===== src/rtl/alu_exec_stage.sv =====
// Execute-stage ALU: single-cycle add/sub/logic, iterative 1-bit-per-cycle shifts,
// valid/ready handshakes on both sides with registered result, zero and overflow.
module alu_exec_stage #(
    parameter int unsigned WIDTH = 32
) (
    input  logic             clk,
    input  logic             rst_n,
    input  logic             in_valid,
    output logic             in_ready,
    input  logic [3:0]       opcode,
    input  logic [WIDTH-1:0] op_a,
    input  logic [WIDTH-1:0] op_b,
    input  logic [4:0]       shamt,
    input  logic             set_lt,
    output logic             out_valid,
    input  logic             out_ready,
    output logic [WIDTH-1:0] result,
    output logic             zero,
    output logic             overflow
);

    localparam int unsigned SHW = 5;

    localparam logic [3:0] OP_ADD  = 4'd0;
    localparam logic [3:0] OP_ADDU = 4'd1;
    localparam logic [3:0] OP_SUB  = 4'd2;
    localparam logic [3:0] OP_SUBU = 4'd3;
    localparam logic [3:0] OP_AND  = 4'd4;
    localparam logic [3:0] OP_OR   = 4'd5;
    localparam logic [3:0] OP_XOR  = 4'd6;
    localparam logic [3:0] OP_LSL  = 4'd7;
    localparam logic [3:0] OP_LSR  = 4'd8;
    localparam logic [3:0] OP_ASR  = 4'd9;

    typedef enum logic [1:0] {
        IDLE  = 2'd0,
        SHIFT = 2'd1,
        DONE  = 2'd2
    } state_t;

    state_t           state;
    logic [WIDTH-1:0] shreg;
    logic [SHW-1:0]   cnt;
    logic [3:0]       sh_op;

    logic [WIDTH:0]   sum;
    logic [WIDTH:0]   diff;
    logic             ovf_add;
    logic             ovf_sub;
    logic             is_shift;
    logic [WIDTH-1:0] alu_res;
    logic             alu_ovf;
    logic [WIDTH-1:0] shift_next;

    // Ready is purely a state decode, masked while reset is held
    assign in_ready = (state == IDLE) && rst_n;

    // Single-cycle datapath evaluated on the live operands at the accept edge
    always_comb begin
        sum      = {1'b0, op_a} + {1'b0, op_b};
        diff     = {1'b0, op_a} - {1'b0, op_b};
        ovf_add  = (op_a[WIDTH-1] == op_b[WIDTH-1]) && (sum[WIDTH-1] != op_a[WIDTH-1]);
        ovf_sub  = (op_a[WIDTH-1] != op_b[WIDTH-1]) && (diff[WIDTH-1] != op_a[WIDTH-1]);
        is_shift = (opcode == OP_LSL) || (opcode == OP_LSR) || (opcode == OP_ASR);
        alu_res  = '0;
        alu_ovf  = 1'b0;
        case (opcode)
            OP_ADD: begin
                alu_res = sum[WIDTH-1:0];
                alu_ovf = ovf_add;
            end
            OP_ADDU: alu_res = sum[WIDTH-1:0];
            OP_SUB: begin
                if (set_lt) begin
                    alu_res = WIDTH'(diff[WIDTH-1] ^ ovf_sub);
                end else begin
                    alu_res = diff[WIDTH-1:0];
                    alu_ovf = ovf_sub;
                end
            end
            OP_SUBU: alu_res = set_lt ? WIDTH'(diff[WIDTH]) : diff[WIDTH-1:0];
            OP_AND:  alu_res = op_a & op_b;
            OP_OR:   alu_res = op_a | op_b;
            OP_XOR:  alu_res = op_a ^ op_b;
            OP_LSL, OP_LSR, OP_ASR: alu_res = op_b;
            default: alu_res = '0;
        endcase
    end

    // One-bit step of the iterative shifter
    always_comb begin
        shift_next = shreg;
        case (sh_op)
            OP_LSL:  shift_next = {shreg[WIDTH-2:0], 1'b0};
            OP_LSR:  shift_next = {1'b0, shreg[WIDTH-1:1]};
            OP_ASR:  shift_next = {shreg[WIDTH-1], shreg[WIDTH-1:1]};
            default: shift_next = shreg;
        endcase
    end

    always_ff @(posedge clk) begin
        if (!rst_n) begin
            state     <= IDLE;
            shreg     <= '0;
            cnt       <= '0;
            sh_op     <= OP_ADD;
            out_valid <= 1'b0;
            result    <= '0;
            zero      <= 1'b0;
            overflow  <= 1'b0;
        end else begin
            case (state)
                IDLE: begin
                    if (in_valid) begin
                        if (is_shift && (shamt != '0)) begin
                            shreg <= op_b;
                            cnt   <= shamt;
                            sh_op <= opcode;
                            state <= SHIFT;
                        end else begin
                            result    <= alu_res;
                            zero      <= (alu_res == '0);
                            overflow  <= alu_ovf;
                            out_valid <= 1'b1;
                            state     <= DONE;
                        end
                    end
                end
                SHIFT: begin
                    shreg <= shift_next;
                    cnt   <= cnt - SHW'(1);
                    if (cnt == SHW'(1)) begin
                        result    <= shift_next;
                        zero      <= (shift_next == '0);
                        overflow  <= 1'b0;
                        out_valid <= 1'b1;
                        state     <= DONE;
                    end
                end
                DONE: begin
                    if (out_ready) begin
                        out_valid <= 1'b0;
                        state     <= IDLE;
                    end
                end
                default: begin
                    out_valid <= 1'b0;
                    state     <= IDLE;
                end
            endcase
        end
    end

endmodule


===== config.mk =====
export PLATFORM = sky130hd
export DESIGN_NAME = alu_exec_stage
export DESIGN_NICKNAME = d
export VERILOG_FILES = /design/src/rtl/alu_exec_stage.sv
export SDC_FILE = /design/constraint.sdc
export NUM_CORES = 1
export LEC_CHECK = 0
export CORE_MARGIN = 5
export CORE_UTILIZATION = 30
export CTS_CLUSTER_DIAMETER = 150
export DETAILED_ROUTE_END_ITERATION = 6
export GPL_ROUTABILITY_DRIVEN = 0
export HOLD_SLACK_MARGIN = 0.1
export MAX_ROUTING_LAYER = met4
export SLEW_MARGIN = 20
export SYNTH_ARGS = -nofsm -noshare
export SYNTH_HDL_FRONTEND = slang
export SYNTH_SLANG_ARGS = --single-unit

===== constraint.sdc =====
create_clock -name clk -period 9.65 [get_ports clk]
set_input_delay 1.93 -clock clk [delete_from_list [all_inputs] [get_ports clk]]
set_output_delay 1.93 -clock clk [all_outputs]
set_load 0.05 [all_outputs]

== Word level (Yosys, flattened, before mapping) ==
Cells that the tools add are included.

* Reductions and logical operators: 19
* Bitwise gates (word level): 4
* Equal/unequal tests: 24
* Multiplexer cells: 34
* Add/subtract/negate cells: 3

{| class="wikitable"
|+ Operators by type and width
! operator !! count
|-
| $mux 32 || 7
|-
| $pmux 32 s7 || 1
|-
| $pmux 32 s2 || 2
|-
| $pmux 32 s3 || 1
|-
| $logic_not 32->1 || 2
|-
| $sub 32x32->33 || 1
|-
| $add 32x32->32 || 1
|-
| $and 32x32->32 || 1
|-
| $or 32x32->32 || 1
|-
| $xor 32x32->32 || 1
|-
| $eq 4x3->1 const B || 5
|-
| $eq 4x4->1 const B || 4
|-
| $mux 1 || 11
|-
| $mux 5 || 2
|-
| $pmux 5 s2 || 1
|-
| $reduce_and 3->1 || 3
|-
| $eq 4x2->1 const B || 2
|-
| $mux 2 || 4
|-
| $ne 2x2->1 const B || 4
|-
| $reduce_and 4->1 || 2
|-
| $pmux 1 s2 || 3
|-
| $pmux 2 s3 || 1
|-
| $eq 5x1->1 const B || 1
|-
| $reduce_bool 5->1 || 1
|-
| other kinds (16) || 22
|}

* Logic and storage cells: 92
* Output and inout port bits: 36
* Input bits: 78
* Flip-flop bits (word level): 78

== Longest topological paths before layout ==
* Depth after elaboration: 10
* Depth in mapped cells: 23
* Gate-level depth less buffers: 22

== Worst setup path after synthesis ==
Ideal clock, no wire load.

* Path kind: input-to-reg
* Start point: input op_a[10]
* End point: register zero
* Setup slack: 4,159 ps
* Required time: 9,566 ps
* Data arrival time: 5,407 ps
* Buffers on the path: 1
* Cell stages on the path: 18
* Setup time: 84 ps
* Cells stage by stage: inv_1 > ha_1 > buf_2 > nor4_1 > a31oi_1 > o211ai_1 > nand3_1 > a221oi_1 > o21ai_0 > a21oi_1 > o21ai_0 > nand2b_1 > fa_1 > nand2_1 > o311ai_0 > a221oi_1 > or3b_1 > o31ai_2

* Cells in the longest elaborated chain, start to end: 10
* Elaborated cells between the ends (all ways): 15
* Those cells by class: add/sub: 2; eq/ne: 1; mux: 6; bitwise: 4; reduce/logical: 2

{| class="wikitable"
|+ Ends and longest elaborated chain
! item !! RTL line !! RTL
|-
| start: declaration || 11 || <nowiki>input logic [WIDTH-1:0] op_a,</nowiki>
|-
| $sub 32x32->33 || 61 || <nowiki>diff = {1'b0, op_a} - {1'b0, op_b};</nowiki>
|-
| $ne 1x1->1 || 63 || <nowiki>ovf_sub = (op_a[WIDTH-1] != op_b[WIDTH-1]) && (diff[WIDTH-1] != op_a[WIDTH-1]);</nowiki>
|-
| $logic_and 1x1->1 || 63 ||
|-
| $xor 1x1->1 || 75 || <nowiki>alu_res = WIDTH'(diff[WIDTH-1] ^ ovf_sub);</nowiki>
|-
| $mux 32 || 74 || <nowiki>if (set_lt) begin</nowiki>
|-
| $pmux 32 s7 * || 67 || <nowiki>case (opcode)</nowiki>
|-
| $logic_not 32->1 * || 122 || <nowiki>zero <= (alu_res == '0);</nowiki>
|-
| $mux 1 * || 115 || <nowiki>if (is_shift && (shamt != '0)) begin</nowiki>
|-
| $mux 1 * || 114 || <nowiki>if (in_valid) begin</nowiki>
|-
| $pmux 1 s2 * || 112 || <nowiki>case (state)</nowiki>
|-
| end signal: assignment || 122 ||
|-
| end signal: assignment || 134 || <nowiki>zero <= (shift_next == '0);</nowiki>
|-
| end: declaration || 18 || <nowiki>output logic zero,</nowiki>
|}

Mark *: on every way between the ends. The rest lies on a longest branch, timed or not. The select of a mux whose other input is x is not followed.
A chain may end at the register's enable or synchronous reset.

== Final worst setup path ==
* Start point: input op_b[6]
* End point: register zero

* Cells in the longest elaborated chain, start to end: 10
* Elaborated cells between the ends (all ways): 15
* Those cells by class: add/sub: 2; eq/ne: 1; mux: 6; bitwise: 4; reduce/logical: 2

{| class="wikitable"
|+ Ends and longest elaborated chain
! item !! RTL line !! RTL
|-
| start: declaration || 12 || <nowiki>input logic [WIDTH-1:0] op_b,</nowiki>
|-
| $sub 32x32->33 || 61 ||
|-
| $ne 1x1->1 || 63 ||
|-
| $logic_and 1x1->1 || 63 ||
|-
| $xor 1x1->1 || 75 ||
|-
| $mux 32 || 74 ||
|-
| $pmux 32 s7 * || 67 ||
|-
| $logic_not 32->1 * || 122 ||
|-
| $mux 1 * || 115 ||
|-
| $mux 1 * || 114 ||
|-
| $pmux 1 s2 * || 112 ||
|}

Marks and branches as above.

==> results.py <==
metrics = {
    "sta": {
        "hold_slack_ns": 0.463,
        "worstMarginPinSlew_ns": 1.03,
        "grt_setup_unrepaired": "no",
        "min_period_ns": 6.48,
        "max_freq_mhz": 154,
        "final_max_slew_viol_count": 0,
        "final.period_utilization": 0.671,
        "worst_clock_skew_ns": 0.0119,
        "setup-tns-final_ns": 0,
        "slew-limit-headroom": 0.316,
        "layout_setup_ws_ns": 3.17,
        "finalHoldViolations": 0,
        "finalSetupViolations": 0,
    },
    "routing": {
        "wl_mm": 41.1,
        "wire_per_inst_um": 21.1,
        "postRouteAntennaNets": 0,
        "viasPerCell": 5.93,
        "drc": 0,
        "drtPass1Iterations": 5,
        "drt_iter0_drc": 1304,
        "vias": 11600,
    },
    "setup_path": {
        "worst_path_most_repeated_cell": "a31oi_1",
        "startpoint_type": "primary input",
        "reg2regPathDepth": 13,
        "critical_path_class": "primary input to flop",
        "crit_required_ns": 9.88,
        "regToRegSetupSlack_ns": 6.45,
        "r2r_end": "zero",
        "startpoint": "op_b[6]",
        "critPathMaxFanout": 12,
        "crit_family": "compound AO/OA/AOI/OAI gates",
        "cp_cell_sequence": "clkdlybuf4s50_1 > inv_1 > ha_1 > nor2b_1 > nor4_2 > a21oi_2 > a31oi_1 > o211ai_1 > nand3_1 > a221oi_1 > o21ai_0 > a21oi_1 > o21ai_0 > nand2b_1 > fa_1 > nor4b_1 > a31oi_1 > o311ai_0 > a31oi_1 > a21boi_1 > and4b_1 > nand4_1 > o31ai_2",
        "worst_path_max_delay_cell": "clkdlybuf4s50_1",
        "crit_path_end_kind": "flop",
        "r2r-start": "sh_op[0]",
        "arrival_ns": 6.71,
        "endpoint": "zero",
        "worstSetupPathDepth": 23,
        "path_buf_inv": 2,
        "critPathMaxStageDelay_ns": 0.57,
    },
    "yosys": {
        "yosysWarningCount": 0,
        "synthArstFlopShare": 0,
        "seq_area_frac_synth": 0.154,
        "synth_edf_count": 0,
        "synth_top_flop_cell": "dfxtp_1",
        "yosysUniqueCellTypes": 102,
        "avgSynthCellArea_um2": 6.96,
        "syn_inst": 1458,
        "syn_nets": 1648,
        "synth_area_mm2": 0.0102,
        "synth_seq_cells": 78,
    },
    "power": {
        "comb_power_share": 0.463,
        "power_mw": 1.29,
        "vdd_drop_max_uv": 87.3,
        "p_leak_nw": 4.81,
        "p_sw_uw": 550,
        "p_int_uw": 741,
        "clkPwrFrac": 0.253,
        "power.share.switching": 0.426,
        "cellPowerDensity_mw_per_mm2": 109,
        "pwr-share-seq": 0.284,
    },
    "clocking": {
        "htreeDepth": 3,
        "hold_buffers": 0,
        "cts_tree": "yes",
        "clk_latency_ns": 0.34,
        "clockBufferDepth": 2,
        "cts_sinks": 78,
        "cts_root_buf": "clkbuf_16",
        "numCtsBuffers": 9,
        "cts_resized": 0,
        "cts.clk_slew.worst_paths_ns": 0.06,
        "post_cts_buffers": 0,
    },
    "flow_run": {
        "maxCapViolations": 0,
    },
    "place": {
        "place_area_mm2": 0.0116,
        "hpwl_mm": 31.1,
        "dp_cells": 1934,
        "portBuffers": 113,
        "place_ws_ns": 2.88,
    },
    "global_route": {
        "grt_max_degree": 78,
        "overflow": 0,
        "grt_first_pass_wirelength_mm": 62.6,
        "antenna_found_initial": 0,
        "grt_pass1_vias": 10800,
        "grt_use_total": 0.210,
    },
    "worst_hold_path": {
        "hold_path.class": "flop to flop",
    },
    "final_layout": {
        "drive_gt1_frac": 0.0619,
        "fin_area_mm2": 0.0118,
        "multi_input_area_mm2": 0.00775,
        "register_area_mm2": 0.00156,
        "finish.net_count": 1687,
        "fin_cells": 1950,
        "finalCoreUtilization": 0.354,
        "fillers": 3505,
        "diodes": 0,
        "area_growth_pct": 16.6,
    },
    "floorplanning": {
        "die_area_mm2": 0.0376,
        "die_w_um": 194,
        "coreArea_mm2": 0.0334,
        "start_util": 0.303,
        "rows": 67,
        "io_pins": 114,
        "die_h_um": 194,
    },
    "outcome": {
        "status": "finished, final reports clean",
    },
}
-- synth_stat cells, drive strengths merged, types with 26 or more instances --
cell	instances	area, um2
a211oi	34	265
a21oi	132	672
a22oi	35	263
a311oi	28	269
buf	30	185
clkbuf	74	282
dfxtp	78	1560
ha	109	1360
inv	105	394
nand2	178	668
nand3	26	130
nor2	170	641
nor3	37	190
o211ai	26	209
o21ai	77	389
-- worst min-delay path by stage --
stage	cells past startpoint	to	slack, ns	startpoint
after floorplan	2	sh_op[3]	0.46	sh_op[3]
after global placement	2	result[12]	0.45	result[12]
after detailed placement	2	result[9]	0.46	result[9]
after CTS	2	result[9]	0.47	result[9]
after global routing	2	result[18]	0.49	result[18]
final	2	result[9]	0.46	result[9]
-- worst register-to-register path, stage by stage (launching register included) --
cell and delay, ns:
dfxtp_1 0.38, and4b_1 0.21, buf_4 0.33, nor2_2 0.19, buf_4 0.26, a21oi_1 0.44, nand3_1 0.18, nor3_1 0.26
nand4_1 0.13, nor3_1 0.22, nand4_1 0.15, o21ai_0 0.18, nand2_1 0.09, o31ai_2 0.09
-- layout make-up --
type,instances,area share
Multi-Input combinational cell,1169,0.655
Sequential cell,78,0.132
Timing Repair Buffer,133,0.108
Tap cell,448,0.0473
Inverter,106,0.0336
Clock buffer,10,0.0202
Clock inverter,6,0.00380
-- power by group through the flow --
stage | Sequential [mW] | Clock [mW] | Combinational, mW
2_1_floorplan | 0.407 | 0 | 0.353
3_3_place_gp | 0.373 | 0 | 0.576
3_5_place_dp | 0.374 | 0 | 0.582
4_1_cts | 0.366 | 0.333 | 0.586
5_1_grt | 0.369 | 0.346 | 0.642
6_report | 0.367 | 0.327 | 0.598
-- cells in the final DEF, fill, tap and decap left out, types with 8 or more instances in the layout --
master and n:
nand2_1 178, nor2_1 167, a21oi_1 129, clkdlybuf4s50_1 113, ha_1 109, inv_1 103
dfxtp_1 78, o21ai_0 70, nor3_1 36, a22oi_1 35, a211oi_1 32, nand3_1 26
a311oi_1 26, o211ai_1 25, buf_4 20, and3_1 16, a21o_1 15, nor4_1 14
a31oi_1 14, or3_1 12, a221oi_1 11, nor2b_1 9, nand2b_1 9, o21a_1 9
o21bai_1 9, nand4_1 9, clkbuf_16 9, o31ai_1 8, a211o_1 8, a221o_1 8
a22o_1 8
-- logic make-up (layout without fill, tap and decap cells) --
logic type | count (synthesis) | after routing | share of synthesized area
buf+inv | 211 | 255 | 0.0860
xor+xnor | 6 | 6 | 0.00518
flops | 78 | 78 | 0.154
mux | 11 | 11 | 0.0113
simple gates | 539 | 539 | 0.250
compound gates | 501 | 501 | 0.354
fa+ha+maj | 112 | 112 | 0.140
-- per-layer routing --
metal  GRT usage  vias to the layer above  routed length [um]
li1            -                     5388                   -
met1       0.276                     5474               17700
met2       0.325                      605               18000
met3      0.0346                      102                3530
met4      0.0826                        0                1790
met5           -                        -                   0
-- registers in the layout (all words and copies together) (netlist names) --
register   cells
sh_op          4
cnt            5
zero           1
state          2
overflow       1
out_valid      1
shreg         32
result        32
Note: power is estimated with default switching activity, not from simulation.
